--- src/rtl/vid_fetch_pkg.sv ---
`default_nettype none
// ============================================================================
//  Module      : vid_fetch_pkg
//  Description : Shared constants, FSM encoding and framebuffer address helper
//                for the display word fetcher.
//  Revision    : 1.0 - initial release
// ============================================================================
package vid_fetch_pkg;

    // Framebuffer geometry and fetch sizing
    localparam logic [17:0] ORG          = 18'h37FC0;
    localparam int          LINES        = 768;
    localparam int          WPL          = 32;
    localparam int          BURST        = 8;
    localparam int          FIFO_DEPTH   = 16;
    localparam int          TOTAL_BURSTS = LINES * WPL / BURST;

    // Derived widths
    localparam int ADDR_W      = 18;
    localparam int DATA_W      = 32;
    localparam int LINE_W      = 10;
    localparam int WORD_W      = 5;
    localparam int FIFO_AW     = $clog2(FIFO_DEPTH);
    localparam int CNT_W       = FIFO_AW + 1;
    localparam int BURST_CNT_W = $clog2(TOTAL_BURSTS + 1);
    localparam int BEAT_W      = $clog2(BURST + 1);

    // Fetch sequencer states
    typedef enum logic [1:0] {
        ST_IDLE  = 2'd0,
        ST_ISSUE = 2'd1,
        ST_WAIT  = 2'd2,
        ST_DRAIN = 2'd3
    } state_t;

    // Lines are stored bottom-up, so the line index is inverted before use
    function automatic logic [ADDR_W-1:0] word_addr(input logic [LINE_W-1:0] line,
                                                    input logic [WORD_W-1:0] word);
        return ORG + {3'b000, ~line, word};
    endfunction

endpackage
`default_nettype wire

--- src/rtl/vid_line_fifo.sv ---
`default_nettype none
// ============================================================================
//  Module      : vid_line_fifo
//  Description : Synchronous line FIFO with clock enable, flush, occupancy
//                count and a combinational head word (zero when empty).
//  Revision    : 1.0 - initial release
// ============================================================================
module vid_line_fifo #(
    parameter int DEPTH = 16,
    parameter int WIDTH = 32
) (
    input  logic                       clk,
    input  logic                       rst,
    input  logic                       ce_i,
    input  logic                       flush_i,
    input  logic                       push_i,
    input  logic [WIDTH-1:0]           data_i,
    input  logic                       pop_i,
    output logic [WIDTH-1:0]           head_o,
    output logic                       empty_o,
    output logic [$clog2(DEPTH):0]     count_o
);

    localparam int             AW       = $clog2(DEPTH);
    localparam logic [AW:0]    FULL_CNT = (AW+1)'(DEPTH);

    logic [WIDTH-1:0] mem_q [DEPTH];
    logic [AW-1:0]    wr_ptr_q;
    logic [AW-1:0]    rd_ptr_q;
    logic [AW:0]      count_q;
    logic             do_pop;
    logic             do_push;

    // A push into a full FIFO is only legal when a pop frees a slot the same cycle
    assign do_pop  = pop_i && (count_q != '0);
    assign do_push = push_i && ((count_q != FULL_CNT) || do_pop);

    // Pointer and occupancy tracking; flush empties the FIFO and wins over push/pop
    always_ff @(posedge clk or negedge rst) begin
        if (!rst) begin
            wr_ptr_q <= '0;
            rd_ptr_q <= '0;
            count_q  <= '0;
        end else if (ce_i) begin
            if (flush_i) begin
                wr_ptr_q <= '0;
                rd_ptr_q <= '0;
                count_q  <= '0;
            end else begin
                if (do_push) wr_ptr_q <= wr_ptr_q + AW'(1);
                if (do_pop)  rd_ptr_q <= rd_ptr_q + AW'(1);
                case ({do_push, do_pop})
                    2'b10:   count_q <= count_q + (AW+1)'(1);
                    2'b01:   count_q <= count_q - (AW+1)'(1);
                    default: count_q <= count_q;
                endcase
            end
        end
    end

    // Storage array; no reset needed since empty entries are never presented
    always_ff @(posedge clk) begin
        if (ce_i && do_push && !flush_i) begin
            mem_q[wr_ptr_q] <= data_i;
        end
    end

    assign empty_o = (count_q == '0);
    assign count_o = count_q;
    assign head_o  = empty_o ? '0 : mem_q[rd_ptr_q];

endmodule
`default_nettype wire

--- src/rtl/vid_fetch.sv ---
`default_nettype none
// ============================================================================
//  Module      : vid_fetch
//  Description : Memory-side responder for the display word-request port.
//                Prefetches framebuffer lines in fixed bursts into a line FIFO
//                and returns the FIFO head on each vreq pulse.
//  Options     : VID_FETCH_UNDERRUN_CNT_EN adds the saturating underrun_cnt port.
//  Revision    : 1.0 - initial release
// ============================================================================
module vid_fetch
    import vid_fetch_pkg::*;
(
    input  logic              clk,
    input  logic              rst,
    input  logic              ce,
    input  logic              frame_start,
    input  logic              vreq,
    output logic [DATA_W-1:0] viddata,
    output logic              mem_rd_req,
    output logic [ADDR_W-1:0] mem_addr,
    input  logic              mem_ack,
    input  logic [DATA_W-1:0] mem_rdata,
    input  logic              mem_rvalid,
    output logic              underrun
`ifdef VID_FETCH_UNDERRUN_CNT_EN
    ,
    output logic [15:0]       underrun_cnt
`endif
);

    state_t                 state_q, state_d;
    logic                   armed_q, armed_d;
    logic [LINE_W-1:0]      line_q, line_d;
    logic [WORD_W-1:0]      word_q, word_d;
    logic [BURST_CNT_W-1:0] bursts_q, bursts_d;
    logic [BEAT_W-1:0]      reserved_q, reserved_d;
    logic [BEAT_W-1:0]      beats_q, beats_d;
    logic                   underrun_q, underrun_d;

    logic [CNT_W-1:0]       fifo_count;
    logic                   fifo_empty;
    logic [DATA_W-1:0]      fifo_head;

    logic in_issue, in_wait, in_drain;
    logic ack, beat, last_beat, push, pop, urun_evt, can_issue;

    assign in_issue  = (state_q == ST_ISSUE);
    assign in_wait   = (state_q == ST_WAIT);
    assign in_drain  = (state_q == ST_DRAIN);
    assign ack       = in_issue & mem_ack;
    assign beat      = (in_wait | in_drain) & mem_rvalid & (beats_q != '0);
    assign last_beat = beat & (beats_q == BEAT_W'(1));
    assign push      = in_wait & beat & ~frame_start;
    assign pop       = vreq & armed_q & ~fifo_empty;
    assign urun_evt  = vreq & armed_q & fifo_empty;

    // Only start a burst when the FIFO is guaranteed room for every beat
    assign can_issue = armed_q
                     & (bursts_q < BURST_CNT_W'(TOTAL_BURSTS))
                     & (((CNT_W+1)'(fifo_count) + (CNT_W+1)'(reserved_q))
                        <= (CNT_W+1)'(FIFO_DEPTH - BURST));

    vid_line_fifo #(
        .DEPTH (FIFO_DEPTH),
        .WIDTH (DATA_W)
    ) u_fifo (
        .clk     (clk),
        .rst     (rst),
        .ce_i    (ce),
        .flush_i (frame_start),
        .push_i  (push),
        .data_i  (mem_rdata),
        .pop_i   (pop),
        .head_o  (fifo_head),
        .empty_o (fifo_empty),
        .count_o (fifo_count)
    );

    // Sequencer state register
    always_ff @(posedge clk or negedge rst) begin
        if (!rst) begin
            state_q <= ST_IDLE;
        end else if (ce) begin
            state_q <= state_d;
        end
    end

    // Sequencer next state; a frame restart mid-burst must still swallow the in-flight beats
    always_comb begin
        state_d = state_q;
        case (state_q)
            ST_IDLE: begin
                if (!frame_start && can_issue) state_d = ST_ISSUE;
            end
            ST_ISSUE: begin
                if (frame_start)  state_d = mem_ack ? ST_DRAIN : ST_IDLE;
                else if (mem_ack) state_d = ST_WAIT;
            end
            ST_WAIT: begin
                if (last_beat)        state_d = ST_IDLE;
                else if (frame_start) state_d = ST_DRAIN;
            end
            ST_DRAIN: begin
                if (last_beat || (beats_q == '0)) state_d = ST_IDLE;
            end
            default: state_d = ST_IDLE;
        endcase
    end

    // Sequencer outputs: request and address are only presented in ISSUE
    always_comb begin
        mem_rd_req = 1'b0;
        mem_addr   = '0;
        if (in_issue) begin
            mem_rd_req = 1'b1;
            mem_addr   = word_addr(line_q, word_q);
        end
    end

    // Address, reservation, beat and underrun next-state logic
    always_comb begin
        armed_d    = armed_q;
        line_d     = line_q;
        word_d     = word_q;
        bursts_d   = bursts_q;
        reserved_d = reserved_q;
        underrun_d = underrun_q;
        beats_d    = beats_q;

        if (frame_start) begin
            armed_d    = 1'b1;
            line_d     = '0;
            word_d     = '0;
            bursts_d   = '0;
            reserved_d = '0;
            underrun_d = 1'b0;
        end else begin
            if (ack) begin
                bursts_d   = bursts_q + BURST_CNT_W'(1);
                reserved_d = reserved_q + BEAT_W'(BURST);
                if (word_q == WORD_W'(WPL - BURST)) begin
                    word_d = '0;
                    line_d = line_q + LINE_W'(1);
                end else begin
                    word_d = word_q + WORD_W'(BURST);
                end
            end else if (push) begin
                reserved_d = reserved_q - BEAT_W'(1);
            end
            if (urun_evt) underrun_d = 1'b1;
        end

        // Outstanding beats follow the memory side even across a frame restart
        if (ack)       beats_d = BEAT_W'(BURST);
        else if (beat) beats_d = beats_q - BEAT_W'(1);
    end

    // Datapath registers
    always_ff @(posedge clk or negedge rst) begin
        if (!rst) begin
            armed_q    <= 1'b0;
            line_q     <= '0;
            word_q     <= '0;
            bursts_q   <= '0;
            reserved_q <= '0;
            beats_q    <= '0;
            underrun_q <= 1'b0;
        end else if (ce) begin
            armed_q    <= armed_d;
            line_q     <= line_d;
            word_q     <= word_d;
            bursts_q   <= bursts_d;
            reserved_q <= reserved_d;
            beats_q    <= beats_d;
            underrun_q <= underrun_d;
        end
    end

`ifdef VID_FETCH_UNDERRUN_CNT_EN
    logic [15:0] urun_cnt_q;

    // Saturating count of underrun events, cleared at each frame start
    always_ff @(posedge clk or negedge rst) begin
        if (!rst) begin
            urun_cnt_q <= '0;
        end else if (ce) begin
            if (frame_start) begin
                urun_cnt_q <= '0;
            end else if (urun_evt && (urun_cnt_q != 16'hFFFF)) begin
                urun_cnt_q <= urun_cnt_q + 16'd1;
            end
        end
    end

    assign underrun_cnt = urun_cnt_q;
`endif

    assign viddata  = fifo_head;
    assign underrun = underrun_q;

endmodule
`default_nettype wire

--- config.mk ---
export PLATFORM = sky130hd
export DESIGN_NAME = vid_fetch
export DESIGN_NICKNAME = d
export VERILOG_FILES = /design/src/rtl/vid_fetch_pkg.sv /design/src/rtl/vid_line_fifo.sv /design/src/rtl/vid_fetch.sv
export SDC_FILE = /design/constraint.sdc
export NUM_CORES = 1
export LEC_CHECK = 0
export BUFFER_PORTS_ARGS = -buffer_cell sky130_fd_sc_hd__clkbuf_2
export CORE_AREA = 4 4 231 233
export CTS_BUF_LIST = sky130_fd_sc_hd__clkbuf_2
export DETAILED_ROUTE_END_ITERATION = 6
export DIE_AREA = 0 0 235 237
export PLACE_DENSITY = 0.67
export SLEW_MARGIN = 5
export SYNTH_ARGS = -nofsm -noshare
export SYNTH_HDL_FRONTEND = slang
export SYNTH_HIERARCHICAL = 1
export SYNTH_SLANG_ARGS = --single-unit
--- constraint.sdc ---
create_clock -name clk -period 13.3 [get_ports clk]
set_clock_uncertainty 0.15 [all_clocks]
set_input_delay 2.66 -clock clk [delete_from_list [all_inputs] [get_ports clk]]
set_output_delay 2.66 -clock clk [all_outputs]
set_load 0.1 [all_outputs]
==> results of run 1 <==
-- flip-flops by register name, summed over array words and instances (netlist names) --
signal and count:
underrun 1, state_q 2, reserved_q 4, u_fifo/rd_ptr_q 4, armed_q 1, u_fifo/count_o 5
line_q 10, u_fifo/wr_ptr_q 4, u_fifo/mem_q 512, beats_q 4, bursts_q 12, word_q 2
-- kinds of logic (layout without fill, tap and decap cells) --
family,Yosys count,count (layout),synth area share (%)
other,1,10,0.0164
and+or+nand+nor,182,182,4.27
buffers and inverters,98,395,2.16
adders and majority gates,22,22,1.27
AOI/OAI and AO/OA,79,79,2.48
muxes,171,171,16.3
DFF,561,561,72.5
xor gates and xnor gates,28,28,1.07
-- worst paths after layout --
check	startpoint	endpoint	slack [ns]	cells after the start
max in group asynchronous	rst	u_fifo/rd_ptr_q[1]	11.06	2
max	u_fifo/rd_ptr_q[0]	viddata[9]	4.84	6
min in group asynchronous	rst	u_fifo/rd_ptr_q[0]	1.42	2
min reg2reg	beats_q[1]	beats_q[1]	0.39	1
min	beats_q[1]	beats_q[1]	0.39	1
max reg2reg	u_fifo/count_o[1]	u_fifo/count_o[4]	9.13	12
-- through the flow --
| stage | hold slack [ns] | instances | total power (W) |
|---|---|---|---|
| 2_1_floorplan | 0.328 | 1144 | 0.00372 |
| 3_3_place_gp | 0.351 | 1882 | 0.00403 |
| 3_5_place_dp | 0.366 | 1882 | 0.00405 |
| 4_1_cts | 0.393 | 2121 | 0.00522 |
| 5_1_grt | 0.414 | 2126 | 0.00541 |
| 6_report | 0.386 | 2128 | 0.00514 |
-- worst max-delay path: stages (launching register included) --
cell	delay, ns
sky130_fd_sc_hd__dfrtp_4	1.07
sky130_fd_sc_hd__buf_4	0.96
sky130_fd_sc_hd__buf_4	0.70
sky130_fd_sc_hd__mux4_2	0.59
sky130_fd_sc_hd__mux4_2	0.47
sky130_fd_sc_hd__nor2b_1	0.18
sky130_fd_sc_hd__clkbuf_2	0.40
-- layer usage --
layer | global-route usage (%) | share of wire (%)
met1 | 23.8 | 43
met2 | 28.4 | 49
met3 | 5.22 | 7.1
met4 | 6.19 | 1.4
met5 | 0 | 0.027
-- cell usage after synthesis, drive strengths merged, types with 6 or more instances --
| cell | count |
|---|---|
| ha | 20 |
| o21ai | 14 |
| nand3 | 7 |
| mux2i | 6 |
| a22oi | 6 |
| inv | 31 |
| nor2 | 56 |
| nor3 | 16 |
| and2 | 6 |
| xnor2 | 9 |
| nand2 | 23 |
| o22ai | 12 |
| a21oi | 12 |
| mux4 | 160 |
| nor2b | 34 |
| nand4 | 12 |
| edfxtp | 512 |
| dfrtp | 49 |
| xor2 | 19 |
| clkbuf | 24 |
| buf | 42 |
-- cell type report --
cell class                 count  area [µm²]  share of cell area, %
sequential                   561       16600                   65.1
multi-input combinational    485        5910                   23.2
antenna                        7        17.5                 0.0687
clock inverter                35         268                   1.05
clock buffer                 204        1020                   4.00
inverter                      32         120                  0.471
tap                          680         851                   3.34
timing repair buffer         124         713                   2.80
-- power by group --
| group | switching, W | internal [W] |
|---|---|---|
| sequential | 0.0000894 | 0.00196 |
| clock | 0.000680 | 0.000476 |
| combinational | 0.00134 | 0.000597 |
-- cell usage in the layout, fill, tap and decap left out, types with 4 or more instances in the layout --
cell type / instances
sky130_fd_sc_hd__a21oi_1: 12
sky130_fd_sc_hd__a22oi_1: 5
sky130_fd_sc_hd__a31oi_1: 4
sky130_fd_sc_hd__and2_1: 6
sky130_fd_sc_hd__and3_1: 4
sky130_fd_sc_hd__and4_1: 4
sky130_fd_sc_hd__buf_4: 37
sky130_fd_sc_hd__clkbuf_2: 291
sky130_fd_sc_hd__clkinv_1: 17
sky130_fd_sc_hd__clkinv_2: 4
sky130_fd_sc_hd__dfrtp_1: 45
sky130_fd_sc_hd__diode_2: 7
sky130_fd_sc_hd__edfxtp_1: 512
sky130_fd_sc_hd__ha_1: 20
sky130_fd_sc_hd__inv_1: 30
sky130_fd_sc_hd__mux2_1: 4
sky130_fd_sc_hd__mux2i_1: 6
sky130_fd_sc_hd__mux4_2: 160
sky130_fd_sc_hd__nand2_1: 23
sky130_fd_sc_hd__nand3_1: 7
sky130_fd_sc_hd__nand4_1: 10
sky130_fd_sc_hd__nor2_1: 55
sky130_fd_sc_hd__nor2b_1: 34
sky130_fd_sc_hd__nor3_1: 4
sky130_fd_sc_hd__nor3_2: 12
sky130_fd_sc_hd__nor4_2: 4
sky130_fd_sc_hd__o211ai_1: 4
sky130_fd_sc_hd__o21ai_0: 8
sky130_fd_sc_hd__o21ai_1: 5
sky130_fd_sc_hd__o22ai_1: 12
sky130_fd_sc_hd__or3_1: 4
sky130_fd_sc_hd__xnor2_1: 9
sky130_fd_sc_hd__xor2_1: 19
==> results.txt, run 1 <==
----------------------------------------------------
[Logic synthesis]
  Number of flops mapped to enable cells by yosys ... slightly above 500
  Count of different cell masters after synthesis ... 69
  Proportion of netlist area held by the largest area contributor ... around two thirds
  Leading post-synthesis cells by cell area ... sky130_fd_sc_hd__edfxtp_1 (67%), sky130_fd_sc_hd__mux4_2 (16%), sky130_fd_sc_hd__dfrtp_1 (5.4%)
  Synthesis warning total ... 6
  Mean instance size in the synthesized netlist ... approximately 20 µm²
  Area of the mapped netlist ... 22900 µm²
  Share of synthesized flip-flops with an asynchronous set or reset ... 8.73%
  Flops & latches, synth ... between 500 and 600
  Cell type with the highest aggregate area in the netlist ... sky130_fd_sc_hd__edfxtp_1
  Post-synth top flop ... sky130_fd_sc_hd__edfxtp_1
  Cells after Synth ... 1142
  Sequential element share of the synthesized area ... 72.5%

[Global route]
  All-Layer GR Usage ... 17.9%
  First-pass GRT wire length ... 74600 µm
  Congestion Overflow GR ... 0
  Maximum number of pins on one net before global-route repair ... 74
  Number of global-route vias before repair ... approximately 12000
  Antenna violations before repair ... 6

[Cells and area]
  Synthesis-to-layout area growth ... 11.4%
  Post-layout utilization of the core ... 49.8%
  Share of layout cells above drive strength 1 ... 37.5%
  Number of inserted filler cells in the final layout ... 4198
  Final cell area excluding filler cells ... 25500 µm²
  Final Net Count ... about 1400

[Place]
  Worst slack after detailed placement ... 5.91 ns
  Placed standard-cell area ... roughly 24000 µm²
  Final weighted congestion in routability-driven placement ... approximately 0.76
  Final HPWL DP ... 24900 µm
  Number of port buffers ... just under 90

[Route]
  Total Routed Length ... 48700 µm
  Average wire length per cell after detail routing ... 22.9 µm
  Via Count ... 11800
  # DRC ... 0
  Initial detailed-routing violation count ... 922
  Remaining antenna violation count ... 0
  Initial DRT Pass Iterations ... 5
  Number of vias per cell ... about 5.6

[Clocking]
  Maximum clock path buffer count ... 3
  Number of clock sinks ... 561
  Number of CTS-inserted buffers ... around 140
  Insertion delay to the later sink of the worst-skew pair ... 1.22 ns
  Total of hold buffers inserted after clock tree synthesis ... 0
  Deepest level of the CTS H-tree ... 4
  Post-cts repair resize count ... 0
  Clock-pin slew on the worst setup and hold paths ... 0.10 ns
  Post-CTS Setup Repair Bufs ... 0
  TritonCTS clock tree ... done
  Root Driver ... sky130_fd_sc_hd__clkbuf_2

[Timing]
  Unrepaired setup endpoints after global routing ... no
  Worst rel slew slack ... 26.5%
  Worst-margin pin slew ... roughly 1.1 ns
  Shortest period the worst path allows ... roughly 8.5 ns
  Sum of negative setup slack ... 0 ns
  Final period utilization ... 63.6%
  Pins over their slew limit ... 0
  Smallest setup slack after layout ... 4.84 ns
  Fmax ... 118 MHz
  Final count of hold timing violations ... 0
  Number of failing setup endpoints in the final timing report ... 0

[Critical path]
  Highest net fanout along the worst path ... 53
  Classification of the worst setup path ... reg2out
  Critical path data required time ... 10.49 ns
  Kind of start point of the critical path ... flop
  Endpoint class of the critical path ... primary output
  Endpoint arrival time on the critical path ... roughly 5.7 ns

[Min path]
  Worst hold path type ... reg2reg

[Pwr]
  Reported leakage power ... 8.62 nW
  Power density over the cells ... 201 nW/µm²
  Peak VDD IR ... between 0.2 and 0.25 mV

[Die]
  Floorplan row count ... 83
  Die X-Extent ... 235 µm
  Total Die Area ... 55700 µm²
  Ports placed on the boundary ... 91
  Die Span Y ... 237 µm
  Core area ... 51200 µm²
  Initial Utilization ... between 40% and 50%

[Outcome]
  Result of the run ... completed

[Run]
  Reported max-cap violation count ... 0

----------------------------------------------------
Note: power is estimated with default switching activity, not from simulation.
==> run 2, diff against run 1 <==
--- a/config.mk
+++ b/config.mk
@@ -5,11 +5,12 @@
 export SDC_FILE = /design/constraint.sdc
 export NUM_CORES = 1
 export LEC_CHECK = 0
+export ABC_AREA = 1
 export BUFFER_PORTS_ARGS = -buffer_cell sky130_fd_sc_hd__clkbuf_2
-export CORE_AREA = 4 4 231 233
+export CORE_AREA = 4 4 234 236
 export CTS_BUF_LIST = sky130_fd_sc_hd__clkbuf_2
 export DETAILED_ROUTE_END_ITERATION = 6
-export DIE_AREA = 0 0 235 237
+export DIE_AREA = 0 0 238 240
 export PLACE_DENSITY = 0.67
 export SLEW_MARGIN = 5
 export SYNTH_ARGS = -nofsm -noshare
==> constraint.sdc (replaced) <==
create_clock -name clk -period 7.9 [get_ports clk]
set_clock_uncertainty 0.15 [all_clocks]
set_input_delay 1.58 -clock clk [delete_from_list [all_inputs] [get_ports clk]]
set_output_delay 1.58 -clock clk [all_outputs]
set_load 0.1 [all_outputs]
==> run 2 against run 1 <==
Compared with the run above:
- sequential share of layout area shrank 0.88 points
- routed wire length grew 17%
- critical path depth grew 2
- critical path type unchanged
- largest cell class unchanged
- largest power group is now combinational cells
==> results.txt, run 2 <==
----------------------------------------------------
[Critical path]
  Kind of start point of the critical path ... flop
  Critical Path, Cell by Cell ... buf_12, o21ai_0, o22ai_1, nand2_1, nand2_1, nand2_1, nor2_1, clkbuf_2
  Critical path data required time ... 6.17 ns (-4.32 ns)
  Endpoint arrival time on the critical path ... 4.52 ns (-1.13 ns)
  Endpoint class of the critical path ... primary output
  Crit path buf inv count ... 2 (-1)
  Highest net fanout along the worst path ... 226 (+330%)
  Category of cells accounting for the largest share of critical-path delay ... buffers and inverters
  Critical path's slowest cell ... sky130_fd_sc_hd__dfrtp_4
  Largest stage delay, worst path ... 0.74 ns (-0.33 ns)
  Classification of the worst setup path ... reg2out
  Critical Path Most Common Cell ... sky130_fd_sc_hd__nand2_1

[Cells and area]
  Post-layout utilization of the core ... 49.3% (-0.53 points)
  Synthesis-to-layout area growth ... 10.2%
  Final Net Count ... 2211 (+57%)
  Reg area ... 16600 µm² (about the same)
  Biggest regs ... u_fifo/mem_q: 512 flops, bursts_q: 12 flops, line_q: 10 flops
  Final cell area excluding filler cells ... 25900 µm² (+1.3%)
  Most common cell after layout, fill and taps aside ... sky130_fd_sc_hd__edfxtp_1
  Area of the multi-input gates ... 6130 µm² (+3.8%)
  Number of inserted filler cells in the final layout ... 4673 (+11%)
  Max reg flops ... 512 (unchanged)
  Most used cells in the layout excluding fill and tap cells ... sky130_fd_sc_hd__edfxtp_1 (512), sky130_fd_sc_hd__nand2_1 (431), sky130_fd_sc_hd__clkbuf_2 (286), sky130_fd_sc_hd__nor2_1 (211), sky130_fd_sc_hd__o21ai_0 (174)
  Share of layout cells above drive strength 1 ... 16.7% (-21 points)
  Biggest register ... u_fifo/mem_q

[Clocking]
  Number of CTS-inserted buffers ... 141 (unchanged)
  Post-CTS Setup Repair Bufs ... 0 (unchanged)
  Clock-pin slew on the worst setup and hold paths ... 0.11 ns (about the same)
  Root Driver ... sky130_fd_sc_hd__clkbuf_2
  Number of clock sinks ... 561 (unchanged)
  Total of hold buffers inserted after clock tree synthesis ... 0 (unchanged)
  Deepest level of the CTS H-tree ... 4 (unchanged)
  Insertion delay to the later sink of the worst-skew pair ... 1.23 ns (about the same)
  Maximum clock path buffer count ... 3 (unchanged)
  Post-cts repair resize count ... 0 (unchanged)
  TritonCTS clock tree ... done

[Timing]
  Unrepaired setup endpoints after global routing ... no
  Sum of negative setup slack ... 0 ns (unchanged)
  Smallest setup slack after layout ... 1.65 ns (-3.18 ns)
  Fmax ... 160 MHz
  Worst rel slew slack ... 10.7% (-16 points)
  Number of failing setup endpoints in the final timing report ... 0 (unchanged)
  Pins over their slew limit ... 0 (unchanged)
  Final count of hold timing violations ... 0 (unchanged)
  Worst hold-check slack ... 0.302 ns (-0.0840 ns)
  Worst-margin pin slew ... 1.34 ns (+0.238 ns)
  Shortest period the worst path allows ... 6.25 ns
  Final period utilization ... between 70% and 80%

[Pwr]
  Net Sw Power ... 0.00421 W (+100%)
  Power density over the cells ... 347 nW/µm² (+72%)
  Internal power ... 0.00476 W (+57%)
  Logic pwr share ... 40.8% (+3.2 points)
  Clock share of power ... 21.5% (-1.0 points)
  Reported leakage power ... 9.60 nW (+11%)
  Net switching share of the total power ... 46.9% (+6.0 points)
  Fraction of power consumed by sequential logic ... 37.7% (-2.2 points)
  Peak VDD IR ... 0.295 mV (+24%)

[Logic synthesis]
  Count of different cell masters after synthesis ... 41 (-41%)
  Synthesis warning total ... 6 (unchanged)
  Cells after Synth ... 1995 (+75%)
  Proportion of netlist area held by the largest area contributor ... 65.5% (-1.6 points)
  Post-synth top flop ... sky130_fd_sc_hd__edfxtp_1
  Cell types with the highest counts after synthesis ... sky130_fd_sc_hd__edfxtp_1 (512), sky130_fd_sc_hd__nand2_1 (432), sky130_fd_sc_hd__nor2_1 (215), sky130_fd_sc_hd__o21ai_0 (174), sky130_fd_sc_hd__a21oi_1 (145)
  Flops & latches, synth ... 561 (unchanged)
  Share of synthesized flip-flops with an asynchronous set or reset ... 8.73% (unchanged)
  Number of flops mapped to enable cells by yosys ... 512 (unchanged)
  Sequential element share of the synthesized area ... 70.7% (-1.7 points)
  Cell with the most instances after synthesis ... sky130_fd_sc_hd__edfxtp_1
  Area of the mapped netlist ... 23500 µm² (+2.5%)
  Mean instance size in the synthesized netlist ... 11.8 µm² (-41%)
  Cell type with the highest aggregate area in the netlist ... sky130_fd_sc_hd__edfxtp_1
  Leading post-synthesis cells by cell area ... sky130_fd_sc_hd__edfxtp_1 (66%), sky130_fd_sc_hd__nand2_1 (6.9%), sky130_fd_sc_hd__dfrtp_1 (5.2%)

[Route]
  Total Routed Length ... 56900 µm (+17%)
  Remaining antenna violation count ... 0 (unchanged)
  Average wire length per cell after detail routing ... 19.3 µm (-16%)
  # DRC ... 0 (unchanged)
  Number of vias per cell ... 5.42 (-2.3%)
  Initial DRT Pass Iterations ... 7 (+2)
  Via Count ... 16000 (+35%)
  Initial detailed-routing violation count ... 1435 (+56%)

[Die]
  Total Die Area ... 57100 µm² (+2.6%)
  Initial Utilization ... 44.8% (about the same)
  Core area ... 52400 µm² (+2.4%)
  Floorplan row count ... 84 (+1.2%)
  Die Span Y ... 240 µm (+1.3%)
  Die X-Extent ... 238 µm (+1.3%)
  Ports placed on the boundary ... 91 (unchanged)

[Min path]
  Worst hold path type ... in2async

[Place]
  Worst slack after detailed placement ... 2.54 ns (-3.36 ns)
  Final weighted congestion in routability-driven placement ... 0.839 (+10%)
  Number of port buffers ... 87 (unchanged)
  Final HPWL DP ... 29700 µm (+19%)
  Placed standard-cell area ... 24600 µm² (+1.5%)

[Run]
  Reported max-cap violation count ... 0 (unchanged)

[Global route]
  Congestion Overflow GR ... 0 (unchanged)
  First-pass GRT wire length ... 87500 µm (+17%)
  All-Layer GR Usage ... 19.7% (+1.9 points)
  Maximum number of pins on one net before global-route repair ... 227 (+210%)
  Number of global-route vias before repair ... 15900 (+27%)
  Antenna violations before repair ... 3 (-3)

[Outcome]
  Result of the run ... completed

----------------------------------------------------
[run 2: cell types whose count changed after synthesis, sizes merged, moves of 24 or more]
cell / previous run / this run
a21oi: 12 / 146
clkbuf: 24 / 48
inv: 31 / 72
mux2i: 6 / 32
mux4: 160 / 0
nand2: 23 / 436
nand3: 7 / 45
nor2: 56 / 220
nor2b: 34 / 0
nor3: 16 / 52
o21ai: 14 / 197
o22ai: 12 / 65
[run 2: final timing paths]
| check | slack, ns | depth (start not counted) | from | endpoint |
|---|---|---|---|---|
| min | 0.30 | 2 | rst | line_q[4] |
| min reg2reg | 0.38 | 2 | beats_q[3] | beats_q[3] |
| max in group asynchronous | 6.82 | 2 | rst | u_fifo/rd_ptr_q[0] |
| min in group clk | 0.38 | 2 | beats_q[3] | beats_q[3] |
| max reg2reg | 3.45 | 12 | u_fifo/count_o[1] | u_fifo/mem_q[5][13] |
| max | 1.65 | 8 | u_fifo/rd_ptr_q[0] | viddata[2] |
[run 2: cells by family (layout without fill, tap and decap cells)]
family                   Yosys count  after routing  share of synthesized area [%]
AO/OA/AOI/OAI                    418            418                           9.44
XOR/XNOR                           9              9                          0.336
adder cells (fa/ha/maj)           22             22                           1.24
buffers and inverters            182            435                           3.56
flip-flops                       561            561                           70.7
multiplexers                      32             32                           1.36
other                              1              7                         0.0160
AND/OR/NAND/NOR                  770            770                           13.3
[run 2: area by class of cell]
cell class              instances  share of cell area (%)
flip-flops and latches        561                    64.2
multi-input cells            1254                    23.7
clock buffers                 199                    3.85
well taps                     688                    3.33
repair buffers                120                    2.69
clock inverters                44                    1.07
inverters                      72                    1.06
diodes                          4                  0.0387
[run 2: metal layers]
layer | global-route usage, % | part of all wire [%] | vias up | wire [µm]
met5 | 0 | 0 | - | 0
met4 | 7.30 | 1.9 | 0 | 1070
met3 | 4.40 | 7.5 | 89 | 4290
met2 | 32.5 | 48 | 623 | 27500
met1 | 25.9 | 42 | 7770 | 24000
li1 | - | - | 7474 | -
[run 2: through the flow]
stage | total power [W] | cells
3_5_place_dp | 0.00711 | 2695
2_1_floorplan | 0.00639 | 1997
5_1_grt | 0.00946 | 2941
4_1_cts | 0.00905 | 2938
6_report | 0.00898 | 2942
3_3_place_gp | 0.00705 | 2695
[run 2: power by group through the flow]
| stage | clock, W | sequential (W) | combinational [W] |
|---|---|---|---|
| 2_1_floorplan | 0 | 0.00341 | 0.00298 |
| 3_3_place_gp | 0 | 0.00345 | 0.00360 |
| 3_5_place_dp | 0 | 0.00345 | 0.00365 |
| 4_1_cts | 0.00200 | 0.00339 | 0.00366 |
| 5_1_grt | 0.00215 | 0.00340 | 0.00391 |
| 6_report | 0.00193 | 0.00339 | 0.00366 |
